`src/rtl/adc_fifo_uart_reader_if.sv`:
```
`default_nettype none
// ============================================================================
// Module      : adc_fifo_uart_reader_if
// Description : Bus bundle for the ADC FIFO read-side UART streamer. Groups
//               the burst control, FIFO read handshake and serial outputs.
//               master = the reader itself, slave = its environment.
// Revision    : 1.0 - initial release
// ============================================================================
interface adc_fifo_uart_reader_if #(
    parameter int PRECISION = 10,
    parameter int CNT_WIDTH = 12
);
    logic                 start;
    logic                 fifo_empty;
    logic [PRECISION-1:0] fifo_dout;
    logic                 rd_en;
    logic                 uart_tx;
    logic                 busy;
    logic                 done;
    logic [CNT_WIDTH-1:0] samples_sent;

    modport master (
        input  start, fifo_empty, fifo_dout,
        output rd_en, uart_tx, busy, done, samples_sent
    );

    modport slave (
        output start, fifo_empty, fifo_dout,
        input  rd_en, uart_tx, busy, done, samples_sent
    );
endinterface
`default_nettype wire

```
`src/rtl/adc_fifo_uart_reader.sv`:
```
`default_nettype none
// ============================================================================
// Module      : adc_fifo_uart_reader
// Description : On a start pulse sends header 0xA5, then drains SAMPLE_COUNT
//               ADC codes from the capture FIFO and sends each one as two
//               UART 8N1 bytes (tagged high byte first, then low byte).
// Revision    : 1.0 - initial release
// ============================================================================
module adc_fifo_uart_reader #(
    parameter int PRECISION    = 10,
    parameter int CLKS_PER_BIT = 868,
    parameter int SAMPLE_COUNT = 1024,
    parameter int CNT_WIDTH    = 12
) (
    input  wire                    clk,
    input  wire                    rst_n,
    adc_fifo_uart_reader_if.master bus
);

    localparam int                   c_baud_w       = (CLKS_PER_BIT > 2) ? $clog2(CLKS_PER_BIT) : 1;
    localparam logic [c_baud_w-1:0]  c_baud_last    = c_baud_w'(CLKS_PER_BIT - 1);
    localparam logic [CNT_WIDTH-1:0] c_sample_count = CNT_WIDTH'(SAMPLE_COUNT);
    localparam logic [7:0]           c_header       = 8'hA5;
    localparam logic [3:0]           c_last_data    = 4'd8;
    localparam logic [3:0]           c_stop_bit     = 4'd9;

    localparam logic [2:0] c_st_idle    = 3'd0;
    localparam logic [2:0] c_st_hdr     = 3'd1;
    localparam logic [2:0] c_st_fetch   = 3'd2;
    localparam logic [2:0] c_st_capture = 3'd3;
    localparam logic [2:0] c_st_tx_hi   = 3'd4;
    localparam logic [2:0] c_st_tx_lo   = 3'd5;
    localparam logic [2:0] c_st_done    = 3'd6;

    logic [2:0]           r_state;
    logic [c_baud_w-1:0]  r_baud;
    logic [3:0]           r_bit_idx;     // 0 = start, 1..8 = data, 9 = stop
    logic [7:0]           r_byte;
    logic                 r_tx;
    logic [7:0]           r_sample_lo;   // low byte kept for the second frame
    logic [CNT_WIDTH-1:0] r_samples_sent;

    logic [7:0]           w_hi_byte;
    logic                 w_tx_active;
    logic                 w_byte_end;
    logic [CNT_WIDTH-1:0] w_sent_inc;

    // High byte: bit7 flags the upper half, code MSBs right-aligned below zeros
    always_comb begin
        w_hi_byte                  = 8'h80;
        w_hi_byte[PRECISION-9:0]   = bus.fifo_dout[PRECISION-1:8];
    end

    assign w_tx_active = (r_state == c_st_hdr) || (r_state == c_st_tx_hi) ||
                         (r_state == c_st_tx_lo);
    assign w_byte_end  = (r_baud == c_baud_last) && (r_bit_idx == c_stop_bit);
    assign w_sent_inc  = r_samples_sent + 1'b1;

    // Burst sequencer and bit-serial transmitter sharing one set of counters
    always_ff @(posedge clk or negedge rst_n) begin
        if (!rst_n) begin
            r_state        <= c_st_idle;
            r_baud         <= '0;
            r_bit_idx      <= '0;
            r_byte         <= '0;
            r_tx           <= 1'b1;
            r_sample_lo    <= '0;
            r_samples_sent <= '0;
        end else begin
            // Bit timing; the state cases below override it on frame boundaries
            if (w_tx_active) begin
                if (r_baud == c_baud_last) begin
                    r_baud <= '0;
                    if (r_bit_idx != c_stop_bit) begin
                        r_bit_idx <= r_bit_idx + 4'd1;
                        r_tx      <= (r_bit_idx == c_last_data) ? 1'b1 : r_byte[r_bit_idx[2:0]];
                    end
                end else begin
                    r_baud <= r_baud + 1'b1;
                end
            end

            case (r_state)
                c_st_idle: begin
                    if (bus.start) begin
                        r_state        <= c_st_hdr;
                        r_samples_sent <= '0;
                        r_byte         <= c_header;
                        r_tx           <= 1'b0;
                        r_bit_idx      <= '0;
                        r_baud         <= '0;
                    end
                end
                c_st_hdr: begin
                    if (w_byte_end) begin
                        r_state   <= c_st_fetch;
                        r_bit_idx <= '0;
                    end
                end
                c_st_fetch: begin
                    if (!bus.fifo_empty) begin
                        r_state <= c_st_capture;
                    end
                end
                c_st_capture: begin
                    // FIFO data is valid now, one cycle after the read strobe
                    r_sample_lo <= bus.fifo_dout[7:0];
                    r_byte      <= w_hi_byte;
                    r_tx        <= 1'b0;
                    r_bit_idx   <= '0;
                    r_baud      <= '0;
                    r_state     <= c_st_tx_hi;
                end
                c_st_tx_hi: begin
                    if (w_byte_end) begin
                        r_byte    <= r_sample_lo;
                        r_tx      <= 1'b0;
                        r_bit_idx <= '0;
                        r_baud    <= '0;
                        r_state   <= c_st_tx_lo;
                    end
                end
                c_st_tx_lo: begin
                    if (w_byte_end) begin
                        r_samples_sent <= w_sent_inc;
                        r_bit_idx      <= '0;
                        r_state        <= (w_sent_inc == c_sample_count) ? c_st_done : c_st_fetch;
                    end
                end
                c_st_done: begin
                    r_state <= c_st_idle;
                end
                default: begin
                    r_state <= c_st_idle;
                end
            endcase
        end
    end

    // Read strobe lasts exactly the FETCH cycle that sees a non-empty FIFO
    assign bus.rd_en        = (r_state == c_st_fetch) && !bus.fifo_empty;
    assign bus.uart_tx      = r_tx;
    assign bus.busy         = (r_state != c_st_idle) && (r_state != c_st_done);
    assign bus.done         = (r_state == c_st_done);
    assign bus.samples_sent = r_samples_sent;

endmodule
`default_nettype wire

```
`src/flat_wrapper.sv`:
```
// flat-port wrapper written by rule: the top's interface ports become plain ports
module adc_fifo_uart_reader_flat 
#(
    parameter int PRECISION    = 10,
    parameter int CLKS_PER_BIT = 868,
    parameter int SAMPLE_COUNT = 1024,
    parameter int CNT_WIDTH    = 12
)
  (clk, rst_n, bus_start, bus_fifo_empty, bus_fifo_dout, bus_rd_en, bus_uart_tx, bus_busy, bus_done, bus_samples_sent);
  adc_fifo_uart_reader_if #(.PRECISION(PRECISION), .CNT_WIDTH(CNT_WIDTH)) bus_i ();
  input  wire clk;
  input  wire rst_n;
  input wire logic [$bits(bus_i.start)-1:0] bus_start;
  input wire logic [$bits(bus_i.fifo_empty)-1:0] bus_fifo_empty;
  input wire logic [$bits(bus_i.fifo_dout)-1:0] bus_fifo_dout;
  output wire logic [$bits(bus_i.rd_en)-1:0] bus_rd_en;
  output wire logic [$bits(bus_i.uart_tx)-1:0] bus_uart_tx;
  output wire logic [$bits(bus_i.busy)-1:0] bus_busy;
  output wire logic [$bits(bus_i.done)-1:0] bus_done;
  output wire logic [$bits(bus_i.samples_sent)-1:0] bus_samples_sent;
  assign bus_i.start = bus_start;
  assign bus_i.fifo_empty = bus_fifo_empty;
  assign bus_i.fifo_dout = bus_fifo_dout;
  assign bus_rd_en = bus_i.rd_en;
  assign bus_uart_tx = bus_i.uart_tx;
  assign bus_busy = bus_i.busy;
  assign bus_done = bus_i.done;
  assign bus_samples_sent = bus_i.samples_sent;
  adc_fifo_uart_reader #(.PRECISION(PRECISION), .CLKS_PER_BIT(CLKS_PER_BIT), .SAMPLE_COUNT(SAMPLE_COUNT), .CNT_WIDTH(CNT_WIDTH)) u_core (.clk(clk), .rst_n(rst_n), .bus(bus_i));
endmodule
```
`config.mk`:
```
export PLATFORM = sky130hd
export DESIGN_NAME = adc_fifo_uart_reader_flat
export DESIGN_NICKNAME = d
export VERILOG_FILES = /design/src/rtl/adc_fifo_uart_reader_if.sv /design/src/rtl/adc_fifo_uart_reader.sv /design/src/flat_wrapper.sv
export SDC_FILE = /design/constraint.sdc
export NUM_CORES = 1
export LEC_CHECK = 0
export BUFFER_PORTS_ARGS = -buffer_cell sky130_fd_sc_hd__buf_2
export CAP_MARGIN = 5
export CORE_MARGIN = 3
export CORE_UTILIZATION = 50
export DETAILED_ROUTE_END_ITERATION = 16
export PLACE_DENSITY = 0.72
export SKIP_CTS_REPAIR_TIMING = 1
export SLEW_MARGIN = 0
export SYNTH_ARGS = -nofsm -noshare
export SYNTH_HDL_FRONTEND = slang
export SYNTH_SLANG_ARGS = --single-unit
```
`constraint.sdc`:
```
create_clock -name clk -period 2.15 [get_ports clk]
set_input_delay 0 -clock clk [delete_from_list [all_inputs] [get_ports clk]]
set_output_delay 0 -clock clk [all_outputs]
set_load 0.005 [all_outputs]
```
Word level (Yosys, flattened, before mapping)

Cells that the tools add are included.

Flip-flop bits (word level): 46
Input port bits: 14
Output and inout bits: 16
Word-level logic and storage cells: 75

Add/subtract/negate cells: 3
Order comparisons: 1
Eq/ne operators: 17
Multiplexer cells: 33
Reduce and logical (&&, ||, !) cells: 14

Operators with widths:

| cell                                                                          | count |
|---|---|
| 10-bit two-way mux                                                            | 4 |
| 10-bit case mux with 3 select lines                                           | 1 |
| 12-bit two-way mux                                                            | 2 |
| 12-bit case mux with 2 select lines                                           | 1 |
| 8-bit case mux with 3 select lines                                            | 1 |
| 4-bit two-way mux                                                             | 5 |
| 3-bit two-way mux                                                             | 6 |
| 3-bit case mux with 6 select lines                                            | 1 |
| 8-bit two-way mux                                                             | 2 |
| 12-bit by 1-bit adder with 12-bit output (second input constant)              | 1 |
| 12-bit by 11-bit equality test with 1-bit output (second input constant)      | 1 |
| 4-bit case mux with 3 select lines                                            | 1 |
| 10-bit by 1-bit adder with 10-bit output (second input constant)              | 1 |
| 10-bit equality test (second input constant)                                  | 1 |
| 3-bit equality test (second input constant)                                   | 3 |
| 4-bit equality test (second input constant)                                   | 2 |
| 1-bit two-way mux                                                             | 7 |
| 3-bit by 2-bit equality test with 1-bit output (second input constant)        | 2 |
| 2-bit by 1-bit != test with 1-bit output (second input constant)              | 3 |
| 3-bit AND reduction                                                           | 2 |
| 3-bit nonzero test                                                            | 2 |
| 5-bit AND reduction                                                           | 1 |
| 4-bit by 1-bit adder with 4-bit output (second input constant)                | 1 |
| 3-bit by 4-bit less-than comparator with 1-bit output (second input constant) | 1 |
| 12 further kinds                                                              | 16 |

Logic depth before layout (Yosys ltp)

Gate-level depths: netlist of the first run.

Depth after elaboration: 8
Mapped depth: 9
Depth with buffers taken out: 7

Worst setup path after synthesis of the first run

No wires, ideal clock.

Path kind: flip-flop to flip-flop
Start point: register u_core.r_baud[7]
End point: register u_core.r_samples_sent[5] (netlist: u_core.bus.samples_sent[5])
Setup time: 110 ps
Data arrival time: 1722 ps
Data required time: 2040 ps
Path slack: 318 ps
Stages on the path, launching flop included: 7
Path buffers: 1
Period minus slack after synthesis: 1832 ps
Path through: dfrtp_1 or3_4 or4_4 buf_6 nor3_1 o21ai_0 o41ai_1

Longest elaborated chain between the ends: 4

Ends and longest elaborated chain:

| element                                            | RTL line                    | source |
|---|---|---|
| from (decl)                                        | adc_fifo_uart_reader.sv:36  | `logic [c_baud_w-1:0] r_baud;` |
| from (signal assigned)                             | adc_fifo_uart_reader.sv:79  | `r_baud <= r_baud + 1'b1;` |
| 10-bit equality test                               | adc_fifo_uart_reader.sv:56  | `assign w_byte_end = (r_baud == c_baud_last) && (r_bit_idx == c_stop_bit);` |
| 1-bit logical AND                                  | adc_fifo_uart_reader.sv:56  |  |
| 2-bit by 1-bit != test with 1-bit output (no line) | n/a                         |  |
| 3-bit AND reduction (no line)                      | n/a                         |  |
| to (signal assigned)                               | adc_fifo_uart_reader.sv:125 | `r_samples_sent <= w_sent_inc;` |
| to (decl)                                          | adc_fifo_uart_reader.sv:41  | `logic [CNT_WIDTH-1:0] r_samples_sent;` |

No other way between the ends.
A chain may end at the register's enable or synchronous reset.

Final worst setup path of the first run

Start point: register u_core.r_baud[4]
End point: register u_core.r_state[2]

Longest elaborated chain between the ends: 4
Elaborated cells between the ends (all ways): 6
Those cells by class: 4 x eq/ne; 2 x reduce/logical

Ends and longest elaborated chain:

| element                                            | RTL line                   | source |
|---|---|---|
| 10-bit equality test *                             | adc_fifo_uart_reader.sv:56 |  |
| 1-bit logical AND *                                | adc_fifo_uart_reader.sv:56 |  |
| 2-bit by 1-bit != test with 1-bit output (no line) | n/a                        |  |
| 5-bit AND reduction (no line) *                    | n/a                        |  |
| to (signal assigned)                               | adc_fifo_uart_reader.sv:62 | `r_state <= c_st_idle;` |
| to (signal assigned)                               | adc_fifo_uart_reader.sv:86 | `r_state <= c_st_hdr;` |
| to (signal assigned)                               | adc_fifo_uart_reader.sv:96 | `r_state <= c_st_fetch;` |
| to (decl)                                          | adc_fifo_uart_reader.sv:35 | `logic [2:0] r_state;` |

Mark *: on every way between the ends. The rest lies on a longest branch, timed or not.

==> run_results.csv, run 1 <==
group,metric,value,unit
floorplan,fp.coreArea,0.00494,mm2
placed_design,gp_congestion,0.870,
detailed_routing,drcViolationCount,0,
setup_path,cp_max_fo,10,
power,p_int,1.24,mW
synthesis,synthFlopType,"dfrtp_1",
timing,clock_skew,0.00852,ns
global_routing,grt_pass1_wl,9710,um
synthesis,syn_inst,295,
clock_tree,cts_tree,"done",
clock_tree,cts_max_level,2,
cells_and_area,fillCellCount,427,
floorplan,dieArea,0.00623,mm2
setup_path,critical_path.startpoint,"u_core.r_baud[4]$_DFF_PN0_",
detailed_routing,finalWirelength,5790,um
outcome,status,"complete, but fails checks",
floorplan,io_pins,30,
timing,hold_ws,-0.00322,ns
power,p_switching,0.354,mW
power,power.density,511,mW/mm2
global_routing,grt_pass1_vias,2059,
timing,slew-limit-headroom,66.2,%
detailed_routing,drt-initial-drc-count,180,
cells_and_area,fin_cells,407,
synthesis,avgSynthCellArea,9.01,um2
clock_tree,cts_root_buffer,"clkbuf_8",
timing,drv_slew,0,
detailed_routing,antenna_left,0,
timing,setup_viol,0,
setup_path,cp-start-kind,"register",
synthesis,netlist-cell-type-count,53,
power,p_leak,1.37,nW
synthesis,synth-seq-cells,46,
synthesis,syn_area,0.00266,mm2
synthesis,synth_fp_nets,315,
synthesis,synth_edf_count,0,
synthesis,yosysWarnings,0,
placed_design,hpwl,4040,um
flow_run,drv_cap,0,
setup_path,crit_type,"reg -> reg",
floorplan,die_h,78.9,um
placed_design,port_buffers,29,
timing,layout_min_cycle_time,1.98,ns
power,seqPwrFrac,54.2,%
outcome,violations,"hold timing",
synthesis,synth_top_area_share,42.4,%
cells_and_area,antenna_cells,0,
detailed_routing,wl_per_cell,14.2,um
timing,finalHoldViolCount,1,
detailed_routing,vias,2268,
clock_tree,path_clk_slew,0.10,ns
power,swShare,22.2,%
detailed_routing,via_per_inst,5.57,
floorplan,initial_core_util,53.8,%
power,p_comb_share,3.1,%
global_routing,grt_use_total,19.5,%
synthesis,synth_common_cells,"nand2_1, dfrtp_1, o21ai_0, nor2_1, nor3_1",
placed_design,place_inst,390,
clock_tree,clk_latency,0.31,ns
synthesis,synth.area.top_cells,"dfrtp_1, nand2_1, o21ai_0",
timing,post-route-period-util,92.2,%
power,max-vdd-ir-drop,341,uV
timing,timing.fmax,0.505,GHz
global_routing,grt_start_max_net_pins,36,
hold_path,min_path_cells,3,
cells_and_area,post-route-util,63.3,%
clock_tree,max-clock-path-buffers,2,
hold_path,hold_class,"in -> reg",
setup_path,r2r_start,"u_core.r_baud[4]$_DFF_PN0_",
hold_path,holdPathEnd,"u_core.r_byte[0]$_DFFE_PN0P_",
cells_and_area,drive_above_1_share,21.2,%
global_routing,antenna_found_initial,0,
global_routing,gr-total-overflow,0,
floorplan,die_w,78.9,um
synthesis,synth_largest_area_cell,"dfrtp_1",
hold_path,min_from,"bus_fifo_dout[8]",
setup_path,end_kind,"register",
setup_path,ff2ff_path_depth,6,
power,pwr-share-clk,42.7,%
clock_tree,numCtsBuffers,5,
timing,rsz0062_at_grt,"false",
clock_tree,clkSinkCount,46,
setup_path,cp.arrival,2.20,ns
cells_and_area,area_growth,17.7,%
timing,worst_slew_pin_slew,0.505,ns
timing,setup_tns,0,ns
synthesis,synth_most_common_cell,"nand2_1",
synthesis,synthArstFlopShare,100,%
floorplan,rows,25,
setup_path,r2r-end,"u_core.r_state[2]$_DFFE_PN0P_",
detailed_routing,drtPass1Iterations,4,
cells_and_area,fin_nets,359,
synthesis,ys_seq_area_share,43.4,%
setup_path,cp.required,2.37,ns
setup_path,r2r_slack,0.17,ns
sequential cells by signal, indices dropped and copies added, names as in the netlist:
| signal | count |
|---|---|
| u_core.r_byte | 8 |
| u_core.r_baud | 10 |
| u_core.r_bit_idx | 4 |
| u_core.r_sample_lo | 8 |
| u_core.r_state | 3 |
| u_core.bus.samples_sent | 12 |
| u_core.bus.uart_tx | 1 |
kinds of logic after synthesis:
kind of cell,after synthesis,share of synthesized area (%)
AND/OR/NAND/NOR,140,27.3
AO/OA/AOI/OAI,65,15.0
flip-flops,46,43.4
buffers and inverters,19,4.14
XOR/XNOR,14,4.61
adder cells (fa/ha/maj),6,2.82
multiplexers,5,2.82
per-stage QoR:
| step | total power [mW] | setup WS [ns] | cell area, um2 |
|---|---|---|---|
| global placement | 0.922 | 0.141 | 2890 |
| CTS | 1.60 | -0.0141 | 3010 |
| floorplan | 0.889 | 0.318 | 2660 |
| detailed placement | 0.922 | -0.00279 | 2890 |
| global route | 1.65 | 0.0186 | 3130 |
| finish | 1.60 | 0.168 | 3130 |
placed cells by master (no fill, tap or decap), types with 3 or more instances in the layout:
cell	netlist	final
nand2_1	50	50
dfrtp_1	45	45
buf_2	3	29
o21ai_0	27	27
nor2_1	24	24
nor3_1	15	15
nand3_1	13	13
a21oi_1	11	11
buf_4	0	11
xnor2_1	9	9
dlygate4sd3_1	0	9
inv_1	6	6
and3_1	5	5
xor2_1	5	5
nor2b_1	5	5
o31ai_1	6	5
clkbuf_8	2	5
nand2b_1	4	4
nand4_1	4	4
o21ai_1	4	4
ha_1	6	4
o22ai_1	3	3
or2_2	3	3
mux2i_1	3	3
power groups by stage:
| stage | sequential [mW] | clock, mW | combinational (mW) |
|---|---|---|---|
| final | 0.867 | 0.682 | 0.0494 |
| after global routing | 0.868 | 0.726 | 0.0553 |
| after CTS | 0.867 | 0.692 | 0.0379 |
| after floorplan | 0.885 | 0 | 0.00471 |
| after detailed placement | 0.884 | 0 | 0.0378 |
| after global placement | 0.884 | 0 | 0.0378 |
layout make-up:
class | instances | area (um2) | share of cell area, %
well taps | 67 | 83.8 | 2.68
clock inverters | 3 | 47.5 | 1.52
repair buffers | 50 | 329 | 10.5
flip-flops and latches | 46 | 1150 | 36.9
multi-input cells | 230 | 1420 | 45.5
inverters | 6 | 22.5 | 0.720
clock buffers | 5 | 68.8 | 2.20
layer usage:
metal,routed length (um),share of wire [%],vias to the layer above,global-route usage (%)
met5,0,0,-,0
met4,64,1.1,0,5.84
met3,285,4.9,7,3.17
met2,2610,45,71,29.1
met1,2820,49,1068,29.0
li1,-,-,1122,-
worst max-delay path: stages (launching register included):
cell	delay (ns)
dfrtp_1	0.43
or3_4	0.42
nor4_4	0.24
buf_6	0.19
o2111ai_1	0.14
a211o_1	0.26
o31ai_2	0.20
how the worst max path moves through the flow:
stage | end | cells past startpoint
floorplan | u_core.bus.samples_sent[5]$_DFFE_PN0P_ | 6
global placement | u_core.r_state[2]$_DFFE_PN0P_ | 7
detailed placement | u_core.r_state[2]$_DFFE_PN0P_ | 7
CTS | u_core.r_state[2]$_DFFE_PN0P_ | 7
global route | u_core.bus.samples_sent[4]$_DFFE_PN0P_ | 5
finish | u_core.r_state[2]$_DFFE_PN0P_ | 6
No activity file was read; power rests on OpenSTA's default activity.
==> run 2, diff against run 1 <==
Settings changed: REMOVE_ABC_BUFFERS from default to 1.
==> run 2 against run 1 <==
Compared with the run above: count of clock-buffer cells in the layout stayed put; routed wire length rose by 0.31%; die area unchanged; sequential share of layout area rose by 0.36 points; critical endpoint unchanged; hold slack lost 0.00073 ns; critical path depth increased by 1; fmax shrank 0.43%; the flow still finishes with violations (hold timing); largest cell class unchanged; global-route usage increased by 0.61 points; combinational power up 7.3%; power decreased by 9.6%.
==> run_results.csv, run 2 (same netlist as run 1, synthesis figures left out) <==
group,metric,value,unit
outcome,status,"complete, but fails checks",
outcome,violations,"hold timing",
clock_tree,cts_root_buffer,"clkbuf_8",
setup_path,cp.required,2.35,ns
power,pwr-share-clk,36.3,%
floorplan,rows,25,
cells_and_area,final_area,0.00310,mm2
timing,hold_ws,-0.00395,ns
clock_tree,cts_max_level,2,
floorplan,die_h,78.9,um
timing,setup_viol,0,
setup_path,cp-start-kind,"register",
placed_design,port_buffers,29,
global_routing,gr-total-overflow,0,
floorplan,die_w,78.9,um
setup_path,critPathBufInv,1,
power,p_comb_share,3.7,%
global_routing,antenna_found_initial,0,
cells_and_area,largest_register_ffs,12,
detailed_routing,drt-initial-drc-count,118,
clock_tree,cts_tree,"done",
clock_tree,numCtsBuffers,5,
power,seqPwrFrac,60.0,%
setup_path,crit_slowest_cell,"dfrtp_1",
cells_and_area,area_growth,16.5,%
detailed_routing,drtPass1Iterations,4,
setup_path,cp_max_fo,5,
detailed_routing,wl_per_cell,14.3,um
power,power.density,467,mW/mm2
timing,finalHoldViolCount,1,
placed_design,gp_congestion,0.854,
cells_and_area,drive_above_1_share,20.3,%
timing,layout_min_cycle_time,1.99,ns
power,swShare,22.5,%
placed_design,placed_area,0.00289,mm2
detailed_routing,via_per_inst,5.52,
setup_path,crit_chain,"ha_1 > nand4b_4 > nor4_4 > buf_4 > o2111ai_1 > a211o_1 > o31ai_1",
clock_tree,max-clock-path-buffers,2,
timing,slew-limit-headroom,65.9,%
flow_run,drv_cap,0,
setup_path,cp_top_family,"compound AO/OA/AOI/OAI gates",
cells_and_area,layout_commonest_cell,"nand2_1",
cells_and_area,antenna_cells,0,
power,p_switching,0.324,mW
hold_path,hold_class,"in -> reg",
power,p_leak,1.36,nW
detailed_routing,finalWirelength,5800,um
timing,timing.fmax,0.502,GHz
floorplan,dieArea,0.00623,mm2
setup_path,crit_type,"reg -> reg",
floorplan,io_pins,30,
placed_design,hpwl,4010,um
setup_path,end_kind,"register",
setup_path,slowest_delay,0.39,ns
setup_path,cp.arrival,2.19,ns
clock_tree,clk_latency,0.30,ns
global_routing,grt_use_total,20.1,%
clock_tree,clkSinkCount,46,
global_routing,grt_pass1_vias,2130,
power,max-vdd-ir-drop,346,uV
timing,post-route-period-util,92.6,%
timing,clock_skew,0.00610,ns
cells_and_area,fillCellCount,451,
timing,worst_slew_pin_slew,0.510,ns
global_routing,grt_pass1_wl,10000,um
detailed_routing,drcViolationCount,0,
detailed_routing,antenna_left,0,
timing,drv_slew,0,
cells_and_area,fin_nets,359,
floorplan,initial_core_util,53.8,%
power,p_int,1.12,mW
detailed_routing,vias,2245,
timing,setup_tns,0,ns
floorplan,fp.coreArea,0.00494,mm2
clock_tree,path_clk_slew,0.09,ns
timing,rsz0062_at_grt,"false",
global_routing,grt_start_max_net_pins,47,
cells_and_area,layout_common_cells,"nand2_1, dfrtp_1, buf_2",
run 2: changes by cell type in the layout (fill, tap and decap cells not counted), sizes merged:
cell,before,now
bufinv,1,0
clkinvlp,0,1
clkinv,0,2
inv,8,6
run 2: through the flow:
stage               utilization, %  std cells  total power, mW  setup WS (ns)
floorplan                        -        282            0.889          0.129
global placement              58.4        388            0.926          0.183
detailed placement            58.4        388            0.926          0.127
CTS                           60.2        396             1.45         0.0988
global route                  62.7        407             1.52        0.00517
finish                        62.7        407             1.44          0.159
run 2: path summary, 6_finish.rpt:
path | endpoint | cells after the start | slack, ns | start
min in group asynchronous | u_core.r_bit_idx[0]$_DFF_PN0_ | 3 | 0.21 | rst_n
worst max-delay path | u_core.r_state[2]$_DFFE_PN0P_ | 7 | 0.16 | u_core.r_baud[0]$_DFF_PN0_
worst max register to register | u_core.r_state[2]$_DFFE_PN0P_ | 7 | 0.16 | u_core.r_baud[0]$_DFF_PN0_
max in group asynchronous | u_core.bus.uart_tx$_DFF_PN1_ | 3 | 1.67 | rst_n
worst min register to register | u_core.r_sample_lo[6]$_DFFE_PN0P_ | 2 | 0.49 | u_core.r_sample_lo[6]$_DFFE_PN0P_
worst min-delay path | u_core.r_byte[0]$_DFFE_PN0P_ | 3 | -0.004 | bus_fifo_dout[8]
run 2: tightest hold or removal path, stage by stage:
cell     delay (ns)
buf_2          0.08
o22ai_1        0.05
o21ai_0        0.13
run 2: per-layer routing:
layer  global-route usage [%]  routed length, um  up-vias  share of wire, %
li1                         -                  -     1122                 -
met5                        0                  0        -                 0
met4                     5.50                 52        0              0.90
met1                     28.0               2820     1065                49
met2                     31.9               2680       53                46
met3                     3.97                245        5               4.2
run 2: final cells by class:
type / count / area (um2) / share of cell area (%)
Tap cell: 67 / 83.8 / 2.71
Clock inverter: 3 / 21.3 / 0.687
Clock buffer: 5 / 68.8 / 2.22
Multi-Input combinational cell: 230 / 1410 / 45.5
Timing Repair Buffer: 50 / 338 / 10.9
Inverter: 6 / 22.5 / 0.727
Sequential cell: 46 / 1150 / 37.2
run 2: power by group through the flow:
stage | clock network (mW) | logic [mW] | registers (mW)
2_1_floorplan | 0 | 0.00470 | 0.885
3_3_place_gp | 0 | 0.0413 | 0.885
3_5_place_dp | 0 | 0.0412 | 0.885
4_1_cts | 0.541 | 0.0417 | 0.867
5_1_grt | 0.589 | 0.0606 | 0.868
6_report | 0.525 | 0.0530 | 0.867
==> run 3, diff against run 2 <==
Settings changed: GPL_TIMING_DRIVEN from default to 0, HOLD_SLACK_MARGIN from default to 0.1.
==> run 3 against run 2 <==
Compared with the run above: the flow now finishes without violations; via count increased by 0.67%; fmax decreased by 2.9%; cell count decreased by 2.0%; clock power increased by 2%; highest routed layer unchanged.
==> run_results.csv, run 3 (same netlist as run 1, synthesis figures left out) <==
group,metric,value,unit
detailed_routing,drtPass1Iterations,4,
global_routing,gr-total-overflow,0,
floorplan,dieArea,0.00623,mm2
power,power,1.45,mW
cells_and_area,layout_common_cells,"nand2_1, dfrtp_1, buf_2",
cells_and_area,fin_cells,399,
clock_tree,cts_root_buffer,"clkbuf_8",
detailed_routing,antenna_left,0,
flow_run,drv_cap,0,
global_routing,grt_pass1_vias,2031,
clock_tree,numCtsBuffers,5,
global_routing,grt_use_total,19.1,%
cells_and_area,multiInputGateArea,0.00142,mm2
floorplan,rows,25,
outcome,status,"finished, final reports clean",
power,power.density,478,mW/mm2
clock_tree,clk_latency,0.30,ns
hold_path,min_from,"bus_fifo_empty",
clock_tree,clkSinkCount,46,
timing,slew-limit-headroom,32.5,%
placed_design,place_inst,378,
setup_path,critical_path.startpoint,"u_core.r_baud[7]$_DFF_PN0_",
cells_and_area,largest_register_ffs,12,
timing,layout_min_cycle_time,2.05,ns
detailed_routing,via_per_inst,5.66,
cells_and_area,seqCellArea,0.00115,mm2
setup_path,end_kind,"register",
global_routing,antenna_found_initial,0,
clock_tree,path_clk_slew,0.09,ns
timing,finalHoldViolCount,0,
setup_path,cp.arrival,2.26,ns
timing,post-route-period-util,95.3,%
placed_design,gp_congestion,0.818,
power,max-vdd-ir-drop,334,uV
global_routing,grt_start_max_net_pins,47,
detailed_routing,vias,2260,
detailed_routing,finalWirelength,5690,um
setup_path,cp_max_fo,9,
placed_design,port_buffers,29,
detailed_routing,wl_per_cell,14.3,um
setup_path,r2r_start,"u_core.r_baud[7]$_DFF_PN0_",
setup_path,cp.required,2.36,ns
cells_and_area,drive_above_1_share,18.7,%
detailed_routing,drcViolationCount,0,
clock_tree,max-clock-path-buffers,2,
floorplan,initial_core_util,53.8,%
timing,worst_slew_pin_slew,1.01,ns
setup_path,r2r_slack,0.10,ns
power,p_leak,1.32,nW
placed_design,hpwl,3820,um
timing,clock_skew,0.00968,ns
setup_path,crit_type,"reg -> reg",
setup_path,cp-start-kind,"register",
cells_and_area,antenna_cells,0,
floorplan,die_w,78.9,um
cells_and_area,fin_nets,351,
floorplan,io_pins,30,
detailed_routing,drt-initial-drc-count,125,
hold_path,hold_class,"in -> reg",
cells_and_area,layout_commonest_cell,"nand2_1",
clock_tree,cts_tree,"done",
floorplan,die_h,78.9,um
cells_and_area,fillCellCount,457,
timing,timing.fmax,0.488,GHz
timing,setup_viol,0,
clock_tree,cts_max_level,2,
cells_and_area,area_growth,14.3,%
timing,drv_slew,0,
timing,setup_tns,0,ns
floorplan,fp.coreArea,0.00494,mm2
global_routing,grt_pass1_wl,9460,um
==> run 3: worst paths after layout <==
| kind | to | depth (start not counted) |
|---|---|---|
| setup / recovery | u_core.r_state[2]$_DFFE_PN0P_ | 6 |
| hold / removal | u_core.r_state[0]$_DFFE_PN0P_ | 4 |
| setup reg to reg | u_core.r_state[2]$_DFFE_PN0P_ | 6 |
| hold reg to reg | u_core.r_sample_lo[6]$_DFFE_PN0P_ | 2 |
| max in group asynchronous | u_core.r_state[2]$_DFFE_PN0P_ | 2 |
| min in group asynchronous | u_core.r_bit_idx[0]$_DFF_PN0_ | 2 |
==> run 3: stage by stage <==
step | setup WS [ns] | instance area, um2 | util, % | hold WS, ns
after CTS | -0.210 | 2890 | 58.5 | -0.127
after global placement | -0.223 | 2800 | 56.6 | 0.191
final | 0.101 | 3040 | 61.5 | 0.113
after detailed placement | -0.199 | 2800 | 56.6 | 0.192
after floorplan | 0.129 | 2570 | - | -0.296
after global routing | -0.0546 | 3040 | 61.5 | 0.162
==> run 3: report_power, final <==
| group | internal [mW] | leakage, nW | switching [mW] |
|---|---|---|---|
| Clock | 0.229 | 0.0441 | 0.307 |
| Combinational | 0.0251 | 0.790 | 0.0255 |
| Sequential | 0.865 | 0.484 | 0.00192 |
| Total | 1.12 | 1.32 | 0.334 |
==> run 3: routing by layer <==
metal | track usage, % | up-vias | part of all wire (%)
met4 | 6.01 | 0 | 1.9
met5 | 0 | - | 0
met3 | 3.74 | 9 | 3.7
met2 | 30.8 | 54 | 48
met1 | 26.0 | 1090 | 46
li1 | - | 1107 | -
==> run 3: final cells by class <==
class,count,area share (%)
clock buffer,5,2.27
clock inverter,3,0.700
inverter,6,0.741
multi-input combinational,230,46.6
sequential,46,38.0
timing repair buffer,42,8.90
tap,67,2.76
==> run 3: worst max-delay path: stages (launching register included) <==
cell and delay, ns:
dfrtp_1 0.42, or3_4 0.44, nor4_4 0.25, buf_4 0.23, o2111ai_1 0.13, a211o_1 0.24, o31ai_1 0.24
